### config.mk
export PLATFORM = sky130hd
export DESIGN_NAME = multiword_adder
export DESIGN_NICKNAME = d
export VERILOG_FILES = /design/src/rtl/multiword_adder_pkg.sv /design/src/rtl/multiword_adder_chunk_add.sv /design/src/rtl/multiword_adder.sv
export SDC_FILE = /design/constraint.sdc
export NUM_CORES = 1
export LEC_CHECK = 0
export CAP_MARGIN = 20
export CELL_PAD_IN_SITES_DETAIL_PLACEMENT = 1
export CELL_PAD_IN_SITES_GLOBAL_PLACEMENT = 2
export CORE_MARGIN = 2
export CORE_UTILIZATION = 35
export DETAILED_ROUTE_END_ITERATION = 10
export PLACE_DENSITY_LB_ADDON = 0.12
export SLEW_MARGIN = 20
export SYNTH_ARGS = -nofsm -noshare
export SYNTH_HDL_FRONTEND = slang
export SYNTH_SLANG_ARGS = --single-unit
### constraint.sdc
create_clock -name clk -period 3.1 [get_ports clk]
set_input_delay 0.62 -clock clk [delete_from_list [all_inputs] [get_ports clk]]
set_output_delay 0.62 -clock clk [all_outputs]
set_load 0.01 [all_outputs]
### src/rtl/multiword_adder_pkg.sv
// Shared types and defaults for the chunk-serial multiword adder.
// Holds the FSM state encoding and default geometry.
package multiword_adder_pkg;

  typedef enum logic [1:0] {
    IDLE = 2'd0,
    RUN  = 2'd1,
    DONE = 2'd2
  } state_t;

  localparam int DEF_SIZE   = 4;
  localparam int DEF_CHUNKS = 4;

endpackage

### src/rtl/multiword_adder_chunk_add.sv
// One SIZE-bit slice of the adder, time-multiplexed by the top.
// Carry-out is bit SIZE of the widened slice sum.
module chunk_add #(
  parameter int SIZE = 4
) (
  input  logic [SIZE-1:0] a,
  input  logic [SIZE-1:0] b,
  input  logic            ci,
  output logic [SIZE-1:0] sum,
  output logic            co
);

  // widened add so the carry lands in the top bit
  assign {co, sum} = {1'b0, a} + {1'b0, b} + {{SIZE{1'b0}}, ci};

endmodule

### src/rtl/multiword_adder.sv
// Chunk-serial W-bit adder: one SIZE-bit chunk per cycle, fixed latency.
// Optional subtract mode: define MULTIWORD_ADDER_SUB_EN to add port sub.
module multiword_adder
  import multiword_adder_pkg::*;
#(
  parameter int SIZE   = DEF_SIZE,
  parameter int CHUNKS = DEF_CHUNKS
) (
  input  logic                   clk,
  input  logic                   rst,
  input  logic                   in_valid,
  output logic                   in_ready,
  input  logic [SIZE*CHUNKS-1:0] a,
  input  logic [SIZE*CHUNKS-1:0] b,
  input  logic                   ci,
`ifdef MULTIWORD_ADDER_SUB_EN
  input  logic                   sub,
`endif
  output logic                   out_valid,
  input  logic                   out_ready,
  output logic [SIZE*CHUNKS-1:0] sum,
  output logic                   co,
  output logic                   busy
);

  localparam int W  = SIZE * CHUNKS;
  localparam int IW = (CHUNKS > 1) ? $clog2(CHUNKS) : 1;
  localparam logic [IW-1:0] LAST = IW'(CHUNKS - 1);
  localparam logic [31:0]   SZ   = 32'(SIZE);

  state_t          state_q;
  state_t          state_d;
  logic [IW-1:0]   idx;
  logic            cy;
  logic [W-1:0]    ra;
  logic [W-1:0]    rb;
  logic [W-1:0]    sum_q;
  logic            co_q;
  logic [31:0]     off;
  logic [SIZE-1:0] ca;
  logic [SIZE-1:0] cb;
  logic [SIZE-1:0] cs;
  logic            cc;
  logic            last;

  assign off  = 32'(idx) * SZ;
  assign ca   = ra[off +: SIZE];
  assign cb   = rb[off +: SIZE];
  assign last = (idx == LAST);

  chunk_add #(
    .SIZE(SIZE)
  ) u_chunk (
    .a  (ca),
    .b  (cb),
    .ci (cy),
    .sum(cs),
    .co (cc)
  );

  // state register
  always_ff @(posedge clk or posedge rst) begin
    if (rst) state_q <= IDLE;
    else     state_q <= state_d;
  end

  // next-state: accept in IDLE, walk chunks in RUN, hold in DONE
  always_comb begin
    state_d = state_q;
    unique case (state_q)
      IDLE:    if (in_valid)  state_d = RUN;
      RUN:     if (last)      state_d = DONE;
      DONE:    if (out_ready) state_d = IDLE;
      default:                state_d = IDLE;
    endcase
  end

  // datapath: latch operands, then one chunk per RUN cycle
  always_ff @(posedge clk or posedge rst) begin
    if (rst) begin
      idx   <= '0;
      cy    <= 1'b0;
      ra    <= '0;
      rb    <= '0;
      sum_q <= '0;
      co_q  <= 1'b0;
    end else begin
      unique case (state_q)
        IDLE: begin
          if (in_valid) begin
            ra    <= a;
`ifdef MULTIWORD_ADDER_SUB_EN
            rb    <= b ^ {W{sub}};
            cy    <= sub | ci;
`else
            rb    <= b;
            cy    <= ci;
`endif
            idx   <= '0;
            sum_q <= '0;
            co_q  <= 1'b0;
          end
        end
        RUN: begin
          sum_q[off +: SIZE] <= cs;
          cy  <= cc;
          idx <= last ? '0 : idx + IW'(1);
          if (last) co_q <= cc;
        end
        default: ;
      endcase
    end
  end

  assign in_ready  = (state_q == IDLE) && !rst;
  assign out_valid = (state_q == DONE);
  assign busy      = (state_q != IDLE);
  assign sum       = sum_q;
  assign co        = co_q;

endmodule
---- Yosys cells after proc, flatten, opt, wreduce, memory -nomap -nowiden ----
Index checks and enable logic that the tools add are counted.
Widths: inputs -> output; s select.
word-level totals
  register bits after elaboration ......... 54
  RAM bits ................................ 0
  bits in latches ......................... 0
  input bits .............................. 37
  memories ................................ 0
  logic and storage cells ................. 45
  memory bits (read-only) ................. 0
cells by class
  reduce and logical (&&, ||, !) cells .... 9
  multipliers ............................. 0
  equality and inequality tests ........... 6
  $lt $le $gt $ge ......................... 0
  muxes and demuxes ....................... 15
  bitwise logic cells ..................... 0
  div/mod/pow operators ................... 0
  shifts and indexed selects .............. 4
  add/sub/neg operators ................... 4
operators by type and width
  cell                     number
  $neg 4->34               1
  $shift 4x34->16 const A  1
  $shiftx 4x34->16         1
  $pmux 16 s2              1
  $shiftx 16x5->4          2
  $bwmux 16                1
  $mux 16                  1
  $mux 2                   5
  $pmux 2 s3               1
  $reduce_and 3->1         2
  $add 4x4->5              1
  $add 5x1->5              1
  $eq 2x2->1 const B       2
  $ne 2x2->1 const B       2
  $pmux 1 s2               2
  $pmux 2 s2               1
  $reduce_and 2->1         2
  $reduce_bool 2->1        2
  $mux 1                   3
  $add 2x1->2 const B      1
  $eq 2x1->1 const B       1
  $logic_not 2->1          1
  $ne 2x1->1 const B       1
  $logic_and 1x1->1        1
  $logic_not 1->1          1

---- Depth between registers and ports, before layout ----
Gate-level depths: netlist of the first run.
  depth after elaboration ................. 6
  depth in mapped cells ................... 7
  depth with buffers taken out ............ 6

---- Hierarchy ----
From an unflattened synthesis of the first run, not the netlist that was laid out.
unflattened totals
  cells, all modules ...................... 183
  area total of the unflattened synthesis .. 2,702.6 µm²
modules (own cells, without submodules)
  module           area an instance (µm²)  cells each  times used
  multiword_adder  2,558.7                 167         1
  chunk_add        143.9                   16          1

---- Worst setup path before layout of the first run ----
OpenSTA, ideal clock, no wires.
  path kind ............................... register -> register
  start point ............................. reg idx[0]
  end point ............................... reg co_q (netlist: co)
  stages on the path, launching flop included .. 8
  arrival ................................. 2.574 ns
  setup slack ............................. 0.399 ns
  path buffers ............................ 1
  required time ........................... 2.972 ns
  cell sequence ........................... dfrtp_1 > buf_2 > mux4_2 > fa_1 > fa_1 > a21oi_1 > o22ai_1 > mux2_1
on the way
  word-level cells in the longest chain between the ends .. 5
RTL lines
  element                                    RTL line                                      text
  start: declaration                         multiword_adder.sv:33                         logic [IW-1:0] idx;
  start signal: assignment                   multiword_adder.sv:107                        idx <= last ? '0 : idx + IW'(1);
  $shiftx 16x5->4, on equally long branches  multiword_adder.sv:47, multiword_adder.sv:48
  $add 4x4->5                                multiword_adder_chunk_add.sv:14               assign {co, sum} = {1'b0, a} + {1'b0, b} + {{SIZE{1'b0}}, ci};
  $add 5x1->5                                multiword_adder_chunk_add.sv:14
  $mux 1                                     multiword_adder.sv:108                        if (last) co_q <= cc;
  $pmux 1 s2                                 multiword_adder.sv:88                         unique case (state_q)
  end signal: assignment                     multiword_adder.sv:86                         co_q <= 1'b0;
  end signal: assignment                     multiword_adder.sv:101                        co_q <= 1'b0;
  end signal: assignment                     multiword_adder.sv:108
  end: declaration                           multiword_adder.sv:38                         logic co_q;
Several ways; a longest one is shown, not always the timed one. The select of a mux whose other input is x is not followed.
A chain may end at the register's enable or synchronous reset.

---- Worst setup path after layout of the first run ----
  start point ............................. reg idx[1]
  end point ............................... reg co_q (netlist: co)
The elaborated chain is that of the path after synthesis.

==> out/results.tsv, run 1 <==
stage	metric	value	unit
min_path	worst hold path class	register to register	
synthesis	Yosys cell types	36	
global_route	total gr overflow	0	
synthesis	Synth Area in Simple Gates	0.0598	
detailed_routing	DRC	0	
setup_path	Crit path required time	3.30	ns
timing	Fin. Hold Viols	0	
clocking	clock sink count	54	
detailed_routing	DRT iter0 DRCs	54	
setup_path	delay-heaviest family, CP	multiplexers	
setup_path	CP max stage cell	mux4_2	
min_path	hold endpoint	sum[11]	
synthesis	Avg Cell Area, Syn	15.5	µm²
synthesis	mux contribution to synthesized area	0.247	
global_route	largest net degree at the start of global routing	55	
global_route	vias in the first global route	1924	
die	die height	91.1	µm
clocking	setup bufs post-CTS	0	
flow_run	max cap viols	0	
timing	Pins Over Slew Limit	0	
die	Rows	31	
layout	Final Util	0.466	
synthesis	synth top area cells	dfrtp_1 (51%), mux2_4 (16%), mux4_2 (6.8%), a22o_1 (4.0%), ha_1 (3.3%)	
timing	RSZ-0062 raised after global routing	false	
setup_path	Reg2Reg Depth	6	
synthesis	Synth Area in Compound Gates	0.0909	
pwr	Power Dens Cells	1120	mW/mm²
setup_path	Reg2Reg Setup Slack	0.44	ns
timing	fmax	376	MHz
clocking	Post-CTS Hold Fix Bufs	0	
detailed_routing	DRT Wirelength	6110	µm
synthesis	xor/xnor cell area share of the yosys netlist	0.00330	
layout	fraction of layout cells with a size suffix above 1	0.260	
clocking	clock buffer depth	2	
timing	Worst Skew	0.0171	ns
synthesis	post-synth top area share	0.508	
placed_design	Post-DP Area	0.00328	mm²
timing	Worst slew margin	0.543	
layout	Filler cells	766	
synthesis	post-synthesis cell count	171	
synthesis	Syn Nets	217	
synthesis	Seq cells post-synth	54	
die	Initial Utilization	0.364	
clocking	CTS H-tree depth	2	
layout	Layout area overhead	27.9	%
die	die width	91.1	µm
timing	Setup TNS	0	ns
setup_path	crit path buf inv count	0	
timing	final setup fails	0	
setup_path	CP endpoint kind	register	
min_path	Worst Hold Depth	1	
min_path	hold path startpoint	sum[11]	
outcome	outcome	complete, no violations	
setup_path	slowest stage delay, CP	0.56	ns
pwr	Pwr Total	0.00381	W
setup_path	CP startpoint kind	register	
setup_path	Critical Path AT	2.86	ns
clocking	clock root cell	clkbuf_8	
detailed_routing	DR WL/cell	18.5	µm
placed_design	placed insts	322	
synthesis	number of synthesis warnings	0	
setup_path	Worst Setup Path Type	register to register	
detailed_routing	Vias/cell	4.98	
clocking	post-CTS sizing	0	
detailed_routing	top routing layer in use	met4	
clocking	Num CTS Buffers	5	
synthesis	main combinational cell family by area after synthesis	multiplexers	
die	# IOs	57	
synthesis	post-synth top area cell	dfrtp_1	
layout	fin area	0.00340	mm²
layout	Layout Nets	276	
timing	Final Cycle Share	0.857	
setup_path	Crit Path Max Fanout	6	
detailed_routing	met2 WL post-DR	3280	µm
synthesis	sequential cell area fraction in the yosys report	0.508	
clocking	CTS tree	done	
global_route	first-pass GRT wire length	10400	µm
timing	Worst-Margin Slew	0.685	ns
detailed_routing	vias	1642	
setup_path	worst reg2reg startpoint	idx[1]	
timing	Tmin final	2.66	ns
detailed_routing	antenna viol nets, final	0	
detailed_routing	first-pass iteration count of the detailed router	4	
detailed_routing	met3 routed WL	211	µm
clocking	clk_lat worst skew	0.32	ns
global_route	Total GRT Usage	0.160	
synthesis	synthesized area	0.00266	mm²
detailed_routing	M1 WL	2550	µm
placed_design	HPWL Detailed	4700	µm
setup_path	CP Cell Sequence	mux4_2 > fa_1 > fa_1 > a21oi_1 > o22ai_1 > mux2_1	
placed_design	IO buf count	56	
synthesis	Synth Area in Adders	0.0480	
clocking	Worst-path clk slew	0.11	ns
die	core outline area	0.00729	mm²
die	Die ar.	0.00831	mm²
layout	antenna cells	0	
global_route	initial antenna violation count	0	
layout	non-filler cells, final	330	
setup_path	Reg2Reg Capture Point	co	
setup_path	cell mode on critical path	fa_1	
placed_design	routability cong.	0.771	
pwr	LEAKAGE	1.52	nW
pwr	Max VDD drop	531	µV
-- sequential cells by signal (all words and copies together) (netlist names) --
name     flops
idx          2
rb          16
state_q      2
co           1
cy           1
ra          16
sum         16
-- worst register-to-register path, stage by stage (launching register included) --
cell	delay [ns]
dfrtp_1	0.55
mux4_2	0.56
fa_1	0.41
fa_1	0.43
a21oi_1	0.18
o22ai_1	0.12
mux2_1	0.30
-- cell usage after synthesis --
master,instances
dfrtp_1,54
mux2_4,28
a22o_1,12
mux4_2,8
ha_1,7
inv_1,6
nand2_1,5
a21o_1,4
a32o_1,4
mux2_2,4
buf_12,3
buf_2,3
nand2b_1,3
nor2_1,3
o21ai_0,3
fa_1,2
nor4_2,2
o21bai_1,2
a211oi_1,1
a21oi_1,1
a221o_1,1
buf_6,1
clkbuf_1,1
mux2_1,1
nand3_1,1
nand3b_1,1
nor2b_1,1
nor4_4,1
nor4b_2,1
o22ai_1,1
o31ai_1,1
or2_1,1
or2_2,1
or3b_1,1
or3b_2,1
xor2_1,1
-- cell usage in the layout (no fill, tap or decap), types with 2 or more instances in the layout --
master           netlist  final
a32o_1                 4      4
o21ai_0                3      3
nand2_1                5      5
ha_1                   7      7
mux2_2                 4      4
nor4_2                 2      2
clkdlybuf4s50_1        0     56
o21bai_1               2      2
a21o_1                 4      4
or3b_2                 1      2
mux4_2                 8      8
nor2_1                 3      3
fa_1                   2      2
nand2b_1               3      3
clkbuf_8               0      5
buf_4                  0      4
a22o_1                12     12
mux2_4                28     28
inv_1                  6      5
dfrtp_1               54     54
-- worst max path at each step --
stage	start	to	slack [ns]	depth (start not counted)
2_1_floorplan	idx[0]	co	0.40	7
3_3_place_gp	idx[1]	co	0.54	6
3_5_place_dp	idx[1]	co	0.46	6
4_1_cts	idx[1]	co	0.41	6
5_1_grt	idx[1]	co	0.32	6
6_report	idx[1]	co	0.44	6
-- power breakdown --
group | internal [W] | switching (W)
registers | 0.00102 | 0.000233
clock network | 0.000245 | 0.000248
logic | 0.00109 | 0.000974
total | 0.00236 | 0.00146
-- metal layers --
layer  vias to the layer above  track usage
met5                         -            0
met4                         0       0.0505
met3                         5       0.0282
met2                        39        0.284
met1                       842        0.198
li1                        756            -
-- per-stage QoR --
stage | setup slack (ns) | hold slack, ns
after floorplan | 0.399 | 0.475
after global placement | 0.537 | 0.477
after detailed placement | 0.458 | 0.489
after CTS | 0.408 | 0.513
after global routing | 0.317 | 0.529
final | 0.443 | 0.508
-- cells by family after synthesis --
| kind of cell | after synthesis |
|---|---|
| DFF | 54 |
| muxes | 41 |
| AOI/OAI and AO/OA | 30 |
| and+or+nand+nor | 22 |
| buffers and inverters | 14 |
| adders and majority gates | 9 |
| xor gates and xnor gates | 1 |
-- final cells by class --
cell class	count	area, µm²	area share
multi-input combinational	103	1190	0.351
inverter	6	22.5	0.00663
timing repair buffer	60	591	0.174
clock buffer	5	68.8	0.0203
tap	99	124	0.0365
clock inverter	3	47.5	0.0140
sequential	54	1350	0.398
(Power assumes the default switching activity.)
==> run 2: changes to the inputs <==
Settings changed: CORE_MARGIN 2 to 3, CORE_UTILIZATION 35 to 44, DONT_BUFFER_PORTS set to 1.
==> run 2 against run 1 <==
Against the previous run:
- sequential power rose by 3%
- first-iteration DRC count rose by 89%
- clock skew fell by 0.0082 ns
- hold slack got worse by 0.16 ns
- die area fell by 16%
- clock power fell by 4%
- routed wire length fell by 11%
- critical endpoint unchanged
==> out/results.tsv, run 2 (synthesized netlist as in run 1, its figures left out) <==
stage	metric	value	unit	change
setup_path	Crit path required time	3.29	ns	about the same
placed_design	IO buf count	0		-100%
die	Rows	27		-13%
detailed_routing	vias	1447		-12%
clocking	CTS tree	done		
setup_path	Critical Path AT	2.82	ns	-0.04 ns
pwr	Max VDD drop	473	µV	-11%
clocking	Worst-path clk slew	0.10	ns	about the same
outcome	outcome	complete, no violations		
die	Initial Utilization	0.468		+0.104
layout	non-filler cells, final	245		-26%
timing	Tmin final	2.62	ns	-0.0359 ns
clocking	clock root cell	clkbuf_8		
clocking	post-CTS sizing	0		unchanged
layout	Layout Nets	218		-21%
clocking	Post-CTS Hold Fix Bufs	0		unchanged
flow_run	max cap viols	0		unchanged
setup_path	CP startpoint kind	register		
layout	most common cell after layout, fill and taps aside	dfrtp_1		
global_route	Total GRT Usage	0.165		+0.00469
layout	antenna cells	0		unchanged
global_route	vias in the first global route	1621		-16%
layout	fraction of layout cells with a size suffix above 1	0.324		+0.0640
pwr	LEAKAGE	1.29	nW	-15%
setup_path	CP max stage cell	mux4_2		
timing	RSZ-0062 raised after global routing	false		
clocking	clk_lat worst skew	0.31	ns	about the same
global_route	largest net degree at the start of global routing	55		unchanged
timing	Fin. Hold Viols	0		unchanged
placed_design	Setup WS pre-CTS	0.472	ns	+0.0144 ns
detailed_routing	DRC	0		unchanged
setup_path	crit path buf inv count	0		unchanged
setup_path	CP Cell Sequence	mux4_2 > fa_1 > fa_1 > a21oi_1 > o22ai_1 > mux2_1		
setup_path	Reg2Reg Depth	6		unchanged
placed_design	routability cong.	0.760		-1.3%
die	die width	83.7	µm	-8.1%
pwr	Pwr Total	0.00356	W	-6.6%
setup_path	delay-heaviest family, CP	multiplexers		
clocking	CTS H-tree depth	2		unchanged
setup_path	CP endpoint kind	register		
timing	Worst-Margin Slew	0.917	ns	+0.232 ns
clocking	clock sink count	54		unchanged
die	core outline area	0.00568	mm²	-22%
detailed_routing	DR WL/cell	22.2	µm	+20%
timing	Worst slew margin	0.388		-0.155
global_route	initial antenna violation count	0		unchanged
placed_design	placed insts	237		-26%
detailed_routing	DRT iter0 DRCs	102		+89%
timing	final worst-path setup slack	0.479	ns	+0.0359 ns
timing	Worst Skew	0.00883	ns	-0.00822 ns
timing	Final Cycle Share	0.845		-0.0116
detailed_routing	antenna viol nets, final	0		unchanged
setup_path	worst reg2reg startpoint	idx[1]		
setup_path	Crit Path Max Fanout	6		unchanged
die	die height	83.7	µm	-8.1%
die	# IOs	57		unchanged
setup_path	slowest stage delay, CP	0.56	ns	about the same
setup_path	Worst Setup Path Type	register to register		
placed_design	HPWL Detailed	4080	µm	-13%
detailed_routing	first-pass iteration count of the detailed router	4		unchanged
die	Die ar.	0.00701	mm²	-16%
min_path	worst hold path class	input pin to asynchronous set/reset pin		
timing	fmax	382	MHz	+1.4%
detailed_routing	DRT Wirelength	5450	µm	-11%
setup_path	cell mode on critical path	fa_1		
global_route	total gr overflow	0		unchanged
layout	leading cell types in the layout, fill and taps excluded	dfrtp_1 (54), mux2_4 (28), a22o_1 (12), mux4_2 (8), ha_1 (7)		
pwr	Power Dens Cells	1280	mW/mm²	+14%
clocking	setup bufs post-CTS	0		unchanged
timing	Setup TNS	0	ns	unchanged
clocking	Num CTS Buffers	5		unchanged
setup_path	Reg2Reg Setup Slack	0.48	ns	+0.04 ns
layout	Final Util	0.490		+0.0243
setup_path	Reg2Reg Capture Point	co		
timing	Pins Over Slew Limit	0		unchanged
clocking	clock buffer depth	2		unchanged
layout	Layout area overhead	4.71	%	
detailed_routing	Vias/cell	5.91		+19%
global_route	first-pass GRT wire length	8940	µm	-14%
timing	final setup fails	0		unchanged
-- run 2: worst register-to-register path: cells and delay by family (launching register included) --
family,cells,cell delay [ns]
muxes,2,0.87
adders and majority gates,2,0.84
DFF,1,0.54
AOI/OAI and AO/OA,2,0.26
-- run 2: how the worst max path moves through the flow --
| stage | startpoint | end | slack, ns | cells after the start |
|---|---|---|---|---|
| finish | idx[1] | co | 0.48 | 6 |
| floorplan | idx[0] | co | 0.40 | 7 |
| detailed placement | idx[1] | co | 0.47 | 6 |
| global placement | idx[1] | co | 0.53 | 6 |
| global route | idx[1] | co | 0.35 | 6 |
| CTS | idx[1] | co | 0.46 | 6 |
-- run 2: area by class of cell --
cell class,count,area (µm²)
multi-input cells,103,1200
repair buffers,2,15.0
clock buffers,7,76.3
clock inverters,1,30.0
well taps,72,90.1
inverters,6,23.8
flip-flops and latches,54,1350
fillers,543,2890
-- run 2: routing by layer --
metal	routed length (µm)	vias up	global-route usage
met3	368	9	0.0543
li1	-	639	-
met2	2820	45	0.281
met5	0	-	0
met1	2150	754	0.198
met4	99	0	0.0526
-- run 2: stage by stage --
| step | area, µm² | hold WS, ns |
|---|---|---|
| after detailed placement | 2670 | 0.491 |
| after global placement | 2670 | 0.491 |
| after floorplan | 2660 | 0.475 |
| final | 2780 | 0.345 |
| after global routing | 2780 | 0.428 |
| after CTS | 2780 | 0.440 |
-- run 2: power by group --
group | internal [W] | switching, W | leakage (nW)
Sequential | 0.00102 | 0.000268 | 0.672
Combinational | 0.000915 | 0.000884 | 0.566
Clock | 0.000242 | 0.000231 | 0.0524
==> run 3: changes to the inputs <==
Clock period 3.1 ns to 2.45 ns, I/O delays scaled along.
==> run 3 against run 2 <==
Against the previous run:
- sequential power is 28% higher
- clock power is 14% higher
- fmax is 12% higher
==> out/results.tsv, run 3 (synthesized netlist as in run 1, its figures left out) <==
stage	metric	value	unit	change
setup_path	Reg2Reg Depth	6		unchanged
flow_run	max cap viols	0		unchanged
layout	Filler cells	560		+3.1%
setup_path	Critical Path AT	2.54	ns	-0.28 ns
pwr	Max VDD drop	781	µV	+65%
timing	Worst-Margin Slew	0.579	ns	-0.338 ns
placed_design	IO buf count	0		unchanged
timing	final setup fails	0		unchanged
die	Rows	27		unchanged
detailed_routing	first-pass iteration count of the detailed router	4		unchanged
timing	Pins Over Slew Limit	0		unchanged
die	Die ar.	0.00701	mm²	unchanged
timing	fmax	426	MHz	+12%
global_route	first-pass GRT wire length	9150	µm	+2.4%
detailed_routing	DRC	0		unchanged
min_path	worst hold path class	input pin to register		
setup_path	Worst Setup Path Type	register to register		
min_path	hold path startpoint	b[15]		
global_route	Total GRT Usage	0.164		-0.000908
placed_design	routability cong.	0.758		-0.32%
layout	most common cell after layout, fill and taps aside	dfrtp_1		
setup_path	CP startpoint kind	register		
detailed_routing	vias	1465		+1.2%
layout	antenna cells	0		unchanged
detailed_routing	antenna viol nets, final	0		unchanged
die	die width	83.7	µm	unchanged
global_route	vias in the first global route	1677		+3.5%
clocking	clock root cell	clkbuf_8		
layout	fraction of layout cells with a size suffix above 1	0.407		+0.0829
global_route	initial antenna violation count	0		unchanged
clocking	CTS H-tree depth	2		unchanged
timing	Final Cycle Share	0.958		+0.113
global_route	met3 Resource Use GR	0.0444		-0.00987
timing	Tmin final	2.35	ns	-0.274 ns
clocking	Worst-path clk slew	0.10	ns	about the same
die	core outline area	0.00568	mm²	unchanged
layout	fin area	0.00289	mm²	+3.8%
setup_path	Reg2Reg Capture Point	co		
global_route	grt met1 use	0.206		+0.00817
setup_path	cell mode on critical path	fa_2		
layout	Layout Nets	227		+4.1%
pwr	Power Dens Cells	1650	mW/mm²	+29%
layout	Layout area overhead	8.66	%	
setup_path	slowest stage delay, CP	0.54	ns	-0.02 ns
global_route	GR Layer Usage met2	0.282		+0.00145
setup_path	delay-heaviest family, CP	multiplexers		
timing	Worst slew margin	0.614		+0.226
setup_path	Crit path required time	2.64	ns	-0.65 ns
setup_path	CP Cell Sequence	mux4_2 > fa_2 > fa_2 > a21oi_2 > o22ai_2 > mux2_4		
pwr	LEAKAGE	1.34	nW	+3.7%
min_path	Worst Hold Depth	1		
detailed_routing	DR WL/cell	21.2	µm	-4.6%
die	die height	83.7	µm	unchanged
setup_path	worst reg2reg startpoint	idx[1]		
detailed_routing	DRT iter0 DRCs	34		-67%
setup_path	crit path buf inv count	0		unchanged
clocking	Num CTS Buffers	5		unchanged
setup_path	Reg2Reg Setup Slack	0.10	ns	-0.38 ns
detailed_routing	DRT Wirelength	5390	µm	-1.0%
global_route	largest net degree at the start of global routing	35		-36%
die	# IOs	57		unchanged
timing	Fin. Hold Viols	0		unchanged
detailed_routing	Vias/cell	5.77		-2.3%
layout	Final Util	0.509		+0.0185
clocking	CTS tree	done		
global_route	total gr overflow	0		unchanged
outcome	outcome	complete, no violations		
setup_path	CP endpoint kind	register		
clocking	clock buffer depth	2		unchanged
placed_design	placed insts	243		+2.5%
timing	Hold WS	0.329	ns	-0.0154 ns
die	Initial Utilization	0.468		unchanged
setup_path	Crit Path Max Fanout	4		-2
clocking	clock sink count	54		unchanged
clocking	clk_lat worst skew	0.30	ns	about the same
timing	Worst Skew	0.00544	ns	-0.00339 ns
placed_design	HPWL Detailed	4210	µm	+3.1%
min_path	hold endpoint	rb[15]		
timing	RSZ-0062 raised after global routing	true		
pwr	Pwr Total	0.00478	W	+34%
placed_design	Post-DP Area	0.00272	mm²	+1.9%
setup_path	CP max stage cell	mux4_2		
setup_path	Crit path depth	6		unchanged
layout	non-filler cells, final	254		+3.7%
global_route	busiest grt layer	met2		
layout	leading cell types in the layout, fill and taps excluded	dfrtp_1 (52), mux2_4 (29), a22o_1 (12), buf_4 (9), mux4_2 (8)		
==> run 3: cell types whose count changed in the layout (fill, tap and decap cells not counted), sizes merged <==
cell | before | now
dlygate4sd3 | 0 | 1
buf | 2 | 10
bufinv | 1 | 0
inv | 5 | 6
==> run 3: power by group <==
group          internal (W)  switching [W]  leakage [nW]
logic               0.00141        0.00118         0.614
registers           0.00130       0.000354         0.669
clock network      0.000260       0.000282        0.0544
total               0.00296        0.00181          1.34
==> run 3: layout make-up <==
cell class,count,area (µm²),area share
tap,72,90.1,0.0312
sequential,54,1350,0.469
timing repair buffer,11,88.8,0.0308
inverter,6,22.5,0.00780
clock buffer,7,96.3,0.0334
multi-input combinational,103,1230,0.425
clock inverter,1,8.76,0.00303
==> run 3: routing by layer <==
layer | routed length, µm | share of wire
met1 | 2280 | 0.42
met4 | 30 | 0.0056
met5 | 0 | 0
met3 | 290 | 0.054
met2 | 2790 | 0.52
==> run 3: timing repair <==
item / CTS / global route
setup endpoints to repair: 1 / 4
buffers inserted: 1 / 1
hold endpoints to repair: 8 / 0
pin swaps: 0 / 1
gates resized for setup: 1 / 6
hold buffers: 1 / 0
==> run 3: worst max path at each step <==
stage	endpoint	from	slack, ns
after global placement	co	idx[1]	0.07
final	co	idx[1]	0.10
after CTS	co	idx[1]	0.01
after detailed placement	co	idx[1]	-0.008
after global routing	cy	idx[1]	-0.0006
after floorplan	co	idx[0]	0.01
==> run 3: through the flow <==
step                worst slack [ns]  setup TNS (ns)
floorplan                     0.0112               0
global placement              0.0665               0
detailed placement          -0.00795        -0.00795
CTS                           0.0120               0
global route               -0.000554       -0.000554
finish                         0.103               0
